File: src/rtl/match_referee.sv
// Round and match referee for a two-player fighting game: sequences rounds, gates
// player actions and scores the match. Define MATCH_REFEREE_TIMER_EN to build the round timer.
module match_referee #(
   parameter int unsigned ROUND_TICKS   = 60,
   parameter int unsigned ROUNDS_TO_WIN = 2
) (
   input  logic       clk,
   input  logic       rst_n,
   input  logic       start,
   input  logic       turn_valid,
   input  logic [2:0] action1_in,
   input  logic [2:0] action2_in,
   input  logic [1:0] health1,
   input  logic [1:0] health2,
   output logic [2:0] action1_out,
   output logic [2:0] action2_out,
   output logic       round_reset,
   output logic       fight_active,
   output logic [1:0] wins1,
   output logic [1:0] wins2,
   output logic [2:0] round_num,
   output logic [7:0] timer,
   output logic [1:0] winner,
   output logic       match_over
);

   typedef enum logic [2:0] {
      IDLE,
      ROUND_INIT,
      FIGHT,
      ROUND_END,
      MATCH_OVER
   } state_t;

   typedef enum logic [1:0] {
      SIDE_NONE = 2'b00,
      SIDE_P1   = 2'b01,
      SIDE_P2   = 2'b10,
      SIDE_DRAW = 2'b11
   } side_t;

   localparam logic [2:0] ACT_AWAIT  = 3'b010;
   localparam logic [1:0] WIN_TARGET = 2'(ROUNDS_TO_WIN);
   localparam logic [1:0] WINS_MAX   = 2'd3;
   localparam logic [2:0] ROUND_MAX  = 3'd7;

   state_t     state;
   state_t     next_state;
   side_t      round_result;
   logic       ko;
   logic       timeout;
   logic       round_done;
   logic       match_done;
   logic       new_match;
   logic       last_round;

   logic       round_reset_nxt;
   logic       fight_active_nxt;
   logic       match_over_nxt;
   logic       last_round_nxt;
   logic [1:0] wins1_nxt;
   logic [1:0] wins2_nxt;
   logic [1:0] winner_nxt;
   logic [2:0] round_num_nxt;

   // Health only counts while fighting; timeout is already qualified by FIGHT.
   assign ko         = (state == FIGHT) && ((health1 == 2'b00) || (health2 == 2'b00));
   assign round_done = ko || timeout;
   assign match_done = (wins1 == WIN_TARGET) || (wins2 == WIN_TARGET) || last_round;
   assign new_match  = ((state == IDLE) || (state == MATCH_OVER)) && start;

   assign action1_out = fight_active ? action1_in : ACT_AWAIT;
   assign action2_out = fight_active ? action2_in : ACT_AWAIT;

   // NOTE: sequential state uses non-blocking assignments so every register
   // samples the pre-edge values regardless of process evaluation order.
   always_ff @(posedge clk or negedge rst_n) begin
      if (!rst_n) begin
         state <= IDLE;
      end else begin
         state <= next_state;
      end
   end

   // NOTE: every combinational output gets a default first, so no path leaves
   // a signal unassigned and no latch is inferred.
   always_comb begin
      next_state = state;
      unique case (state)
         IDLE:       if (start) next_state = ROUND_INIT;
         ROUND_INIT: next_state = FIGHT;
         FIGHT:      if (round_done) next_state = ROUND_END;
         ROUND_END:  next_state = match_done ? MATCH_OVER : ROUND_INIT;
         MATCH_OVER: if (start) next_state = ROUND_INIT;
         default:    next_state = IDLE;
      endcase
   end

   // A KO outranks a simultaneous timeout; on timeout the healthier side wins.
   always_comb begin
      round_result = SIDE_DRAW;
      if (ko) begin
         if ((health1 == 2'b00) && (health2 == 2'b00)) begin
            round_result = SIDE_DRAW;
         end else if (health1 == 2'b00) begin
            round_result = SIDE_P2;
         end else begin
            round_result = SIDE_P1;
         end
      end else if (health1 > health2) begin
         round_result = SIDE_P1;
      end else if (health2 > health1) begin
         round_result = SIDE_P2;
      end
   end

   // Registered outputs are computed from next_state, so they are valid in the
   // very cycle the FSM enters a state. Scores land on entry to ROUND_END, which
   // is why ROUND_END can already decide on the updated wins.
   always_comb begin
      round_reset_nxt  = (next_state == ROUND_INIT);
      fight_active_nxt = (next_state == FIGHT);
      match_over_nxt   = (next_state == MATCH_OVER);
      wins1_nxt        = wins1;
      wins2_nxt        = wins2;
      round_num_nxt    = round_num;
      winner_nxt       = winner;
      last_round_nxt   = last_round;

      if (new_match) begin
         wins1_nxt      = 2'd0;
         wins2_nxt      = 2'd0;
         round_num_nxt  = 3'd0;
         winner_nxt     = SIDE_NONE;
         last_round_nxt = 1'b0;
      end

      if ((state == FIGHT) && round_done) begin
         if ((round_result == SIDE_P1) && (wins1 != WINS_MAX)) wins1_nxt = wins1 + 2'd1;
         if ((round_result == SIDE_P2) && (wins2 != WINS_MAX)) wins2_nxt = wins2 + 2'd1;
         if (round_num != ROUND_MAX) round_num_nxt = round_num + 3'd1;
         last_round_nxt = (round_num == ROUND_MAX);
      end

      if ((state == ROUND_END) && match_done) begin
         if (wins1 > wins2) begin
            winner_nxt = SIDE_P1;
         end else if (wins2 > wins1) begin
            winner_nxt = SIDE_P2;
         end else begin
            winner_nxt = SIDE_DRAW;
         end
      end
   end

   always_ff @(posedge clk or negedge rst_n) begin
      if (!rst_n) begin
         round_reset  <= 1'b0;
         fight_active <= 1'b0;
         match_over   <= 1'b0;
         wins1        <= 2'd0;
         wins2        <= 2'd0;
         round_num    <= 3'd0;
         winner       <= SIDE_NONE;
         last_round   <= 1'b0;
      end else begin
         round_reset  <= round_reset_nxt;
         fight_active <= fight_active_nxt;
         match_over   <= match_over_nxt;
         wins1        <= wins1_nxt;
         wins2        <= wins2_nxt;
         round_num    <= round_num_nxt;
         winner       <= winner_nxt;
         last_round   <= last_round_nxt;
      end
   end

`ifdef MATCH_REFEREE_TIMER_EN
   localparam logic [7:0] TICKS_LOAD = 8'(ROUND_TICKS);

   // The final turn of the round both expires the timer and leaves it at zero.
   assign timeout = (state == FIGHT) && turn_valid && (timer == 8'd1);

   always_ff @(posedge clk or negedge rst_n) begin
      if (!rst_n) begin
         timer <= 8'd0;
      end else if (next_state == ROUND_INIT) begin
         timer <= TICKS_LOAD;
      end else if ((state == FIGHT) && turn_valid && (timer != 8'd0)) begin
         timer <= timer - 8'd1;
      end
   end
`else
   logic unused_timer_cfg;

   assign timeout          = 1'b0;
   assign timer            = 8'd0;
   assign unused_timer_cfg = turn_valid ^ (ROUND_TICKS == 0);
`endif

endmodule

File: config.mk
export PLATFORM = sky130hd
export DESIGN_NAME = match_referee
export DESIGN_NICKNAME = d
export VERILOG_FILES = /design/src/rtl/match_referee.sv
export SDC_FILE = /design/constraint.sdc
export NUM_CORES = 1
export LEC_CHECK = 0
export BUFFER_PORTS_ARGS = -buffer_cell sky130_fd_sc_hd__buf_2
export CAP_MARGIN = 20
export CORE_UTILIZATION = 46
export DETAILED_ROUTE_END_ITERATION = 12
export PLACE_DENSITY = 0.81
export RECOVER_POWER = 100
export SETUP_SLACK_MARGIN = 0.3
export SYNTH_ARGS = -nofsm -noshare
export SYNTH_HDL_FRONTEND = slang
export SYNTH_SLANG_ARGS = --single-unit
File: constraint.sdc
create_clock -name clk -period 2.2 [get_ports clk]
set_clock_uncertainty 0.05 [all_clocks]
set_input_delay 0.22 -clock clk [delete_from_list [all_inputs] [get_ports clk]]
set_output_delay 0.22 -clock clk [all_outputs]
set_load 0.02 [all_outputs]
==> impl_metrics.ini <==
[sta]
slew_headroom_pct = 41.54
finalSetupTns_ns = 0
hold_viol_final = 0
rsz0062_at_grt = false
finalCriticalPeriod_ns = 1.788
max_clock_freq_mhz = 559.2
finalSetupViolations = 0
fin_crit_sh_pct = 81.28
worst_pin_slew_ns = 0.8769
drv_slew = 0

[floorplanning]
core-area_um2 = 1821
die_width_um = 47.20
die-area_um2 = 2227
ios = 40
initial_core_util_pct = 51.62
num_rows = 15
die_y_um = 47.20

[clocking]
cts_htree_levels = 1
cts_made_buffers = 3
cts_tree = yes
cts-root-buf = clkbuf_4
clock_latency_ns = 0.29
path_clk_slew_ns = 0.09
cts.sinks = 16
clockBufferDepth = 2

[critical_path]
slowest_stage = dfrtp_1
cp_top_family = simple AND/OR/NAND/NOR gates
cp.required_ns = 2.33
crit_chain = inv_1 -> ha_1 -> nor3_1 -> and4bb_1 -> or2_2
cp-start-kind = flip-flop
path_class = flip-flop to flip-flop
worstPathArrival_ns = 1.92
path_max_fanout = 6
crit_path_start = wins1[0]
rr_startpoint = wins1[0]
end_kind = flip-flop
max_stage_delay_ns = 0.48
path_buf_inv = 1

[yosys]
synth_cell_types = 28
yosys.area.top_type_share_pct = 42.61
synth_xor_area_share_pct = 0
synth-simple-area-share_pct = 23.30
yosysSeqAreaShare_pct = 42.61
yosysWarnings = 0
syn_area_per_cell_um2 = 10.33
muxShareOfSynthArea_pct = 9.587
synth_compound_area_share_pct = 4.261
synth_top_family_by_area = simple AND/OR/NAND/NOR gates
yosys.area.top_type = dfrtp_1
synthesis.area_um2 = 939.7
ys_ff_latch = 16
ys_top_cells_by_area = dfrtp_1, ha_1, mux2i_1
synth_fa_ha_area_share_pct = 10.65
synth_cells = 91

[final_layout]
diodes = 0
nFillCells = 174
final_cell_mix = clkbuf_1, dfrtp_1, buf_2
final_common_cell = clkbuf_1
nets = 147
drive_gt1_share_pct = 15.45
syn_to_final_growth_pct = 15.85

[drt]
routed_wirelength_um = 1900
drtPass1Iterations = 4
via_per_inst = 4.986
wl_per_cell_um = 12.84
drc = 0
num_vias = 738
ant_nets = 0
drtIter0Drc = 18

[power_and_ir_drop]
p_per_area_nw_per_um2 = 1218
p_clk_share_pct = 12.0
internal_power_uw = 710.5
seqPwrFrac_pct = 38.9
combPwrFrac_pct = 49.1
switching_power_uw = 615.6
p_total_uw = 1326
p_leak_uw = 0.0005409
ir_drop_mv = 0.7221
netSwitchingFraction_pct = 46.42

[place]
gp_congestion = 0.7682
hpwlAfterDp_um = 1376
io_buffer_count = 30

[flow_run]
max_cap_violations = 0

[global_route]
track_usage_pct = 18.59
grt_pass1_wl_um = 2787
grt_pass1_vias = 690
grt_max_degree = 17
antenna_found_initial = 0
grt-ovfl-total = 0

[outcome]
outcome = finished clean

[min_path]
worstHoldPathType = input port to flip-flop
worstHoldStart = start
==> Yosys cell counts <==
| library cell | count |
|---|---|
| nor2_1 | 3 |
| o22a_1 | 1 |
| o21ai_0 | 1 |
| a21oi_1 | 2 |
| nand4b_1 | 1 |
| nand2_1 | 10 |
| and4bb_2 | 1 |
| nor4b_1 | 2 |
| nor3_1 | 2 |
| ha_1 | 8 |
| or3_1 | 1 |
| or3b_2 | 1 |
| clkbuf_1 | 1 |
| conb_1 | 1 |
| nand3_1 | 1 |
| or4b_4 | 1 |
| or2_2 | 3 |
| a2bb2oi_1 | 1 |
| inv_1 | 6 |
| nand2b_1 | 3 |
| o211ai_1 | 1 |
| dfrtp_1 | 16 |
| or3b_4 | 1 |
| buf_4 | 8 |
| nor2b_1 | 1 |
| and2_1 | 4 |
| or2b_1 | 1 |
| mux2i_1 | 9 |
==> flip-flops by register name (all words and copies together) (netlist names), 2 cells and up <==
name	count
round_num	3
state	3
winner	2
wins2	2
wins1	2
==> kinds of logic (layout without fill, tap and decap cells) <==
group	after synthesis	after routing
fa+ha+maj	8	8
flops	16	16
compound gates	6	6
simple gates	36	36
buf+inv	15	40
other cells	1	8
mux	9	9
==> what timing repair did <==
action	CTS	global route
endpoints found under the hold margin	16	0
hold buffers	1	0
gates resized for setup	0	1
setup endpoints to repair	0	2
setup buffers	0	0
==> power by group through the flow <==
stage	Sequential [µW]	Combinational (µW)	Clock (µW)
floorplan	604	381	0
global placement	507	645	0
detailed placement	517	671	0
CTS	512	677	158
global route	536	719	166
finish	515	652	159
==> worst paths after layout <==
check / endpoint / slack (ns) / cells after the start
setup / recovery: match_over / 0.41 / 5
hold / removal: state[2] / 0.32 / 3
setup reg to reg: match_over / 0.41 / 5
hold reg to reg: state[1] / 0.46 / 1
max in group asynchronous: fight_active / 1.04 / 2
min in group asynchronous: wins1[1] / 0.52 / 2
==> area by class of cell <==
| class | instances | area, µm² | area share [%] |
|---|---|---|---|
| multi-input cells | 67 | 475.5 | 43.68 |
| flip-flops and latches | 16 | 400.4 | 36.78 |
| repair buffers | 31 | 136.4 | 12.53 |
| well taps | 25 | 31.28 | 2.874 |
| clock buffers | 3 | 22.52 | 2.069 |
| inverters | 6 | 22.52 | 2.069 |
==> worst min-delay path: cells and delay by family <==
| family | cells | cell delay (ns) |
|---|---|---|
| simple gates | 2 | 0.31 |
| buf+inv | 1 | 0.09 |
==> through the flow <==
stage	hold slack, ns	instance area, µm²	cells	utilization [%]	setup WS [ns]
2_1_floorplan	-0.1256	965.9	98	-	0.4819
3_3_place_gp	0.09366	1084	144	59.52	0.4754
3_5_place_dp	0.1048	1084	144	59.52	0.3953
4_1_cts	0.3299	1116	148	61.31	0.3847
5_1_grt	0.3367	1089	148	59.79	0.2617
6_report	0.3246	1089	148	59.79	0.4119
==> metal layers <==
metal	share of wire (%)	up-vias	wire (µm)	global-route usage [%]
met5	0	-	0	0
met4	2.1	0	39	9.714
met3	5.3	7	101	2.692
met2	52	29	992	34.72
met1	40	342	766	20.10
li1	-	360	-	-
Power figures use the tool's default switching activity.
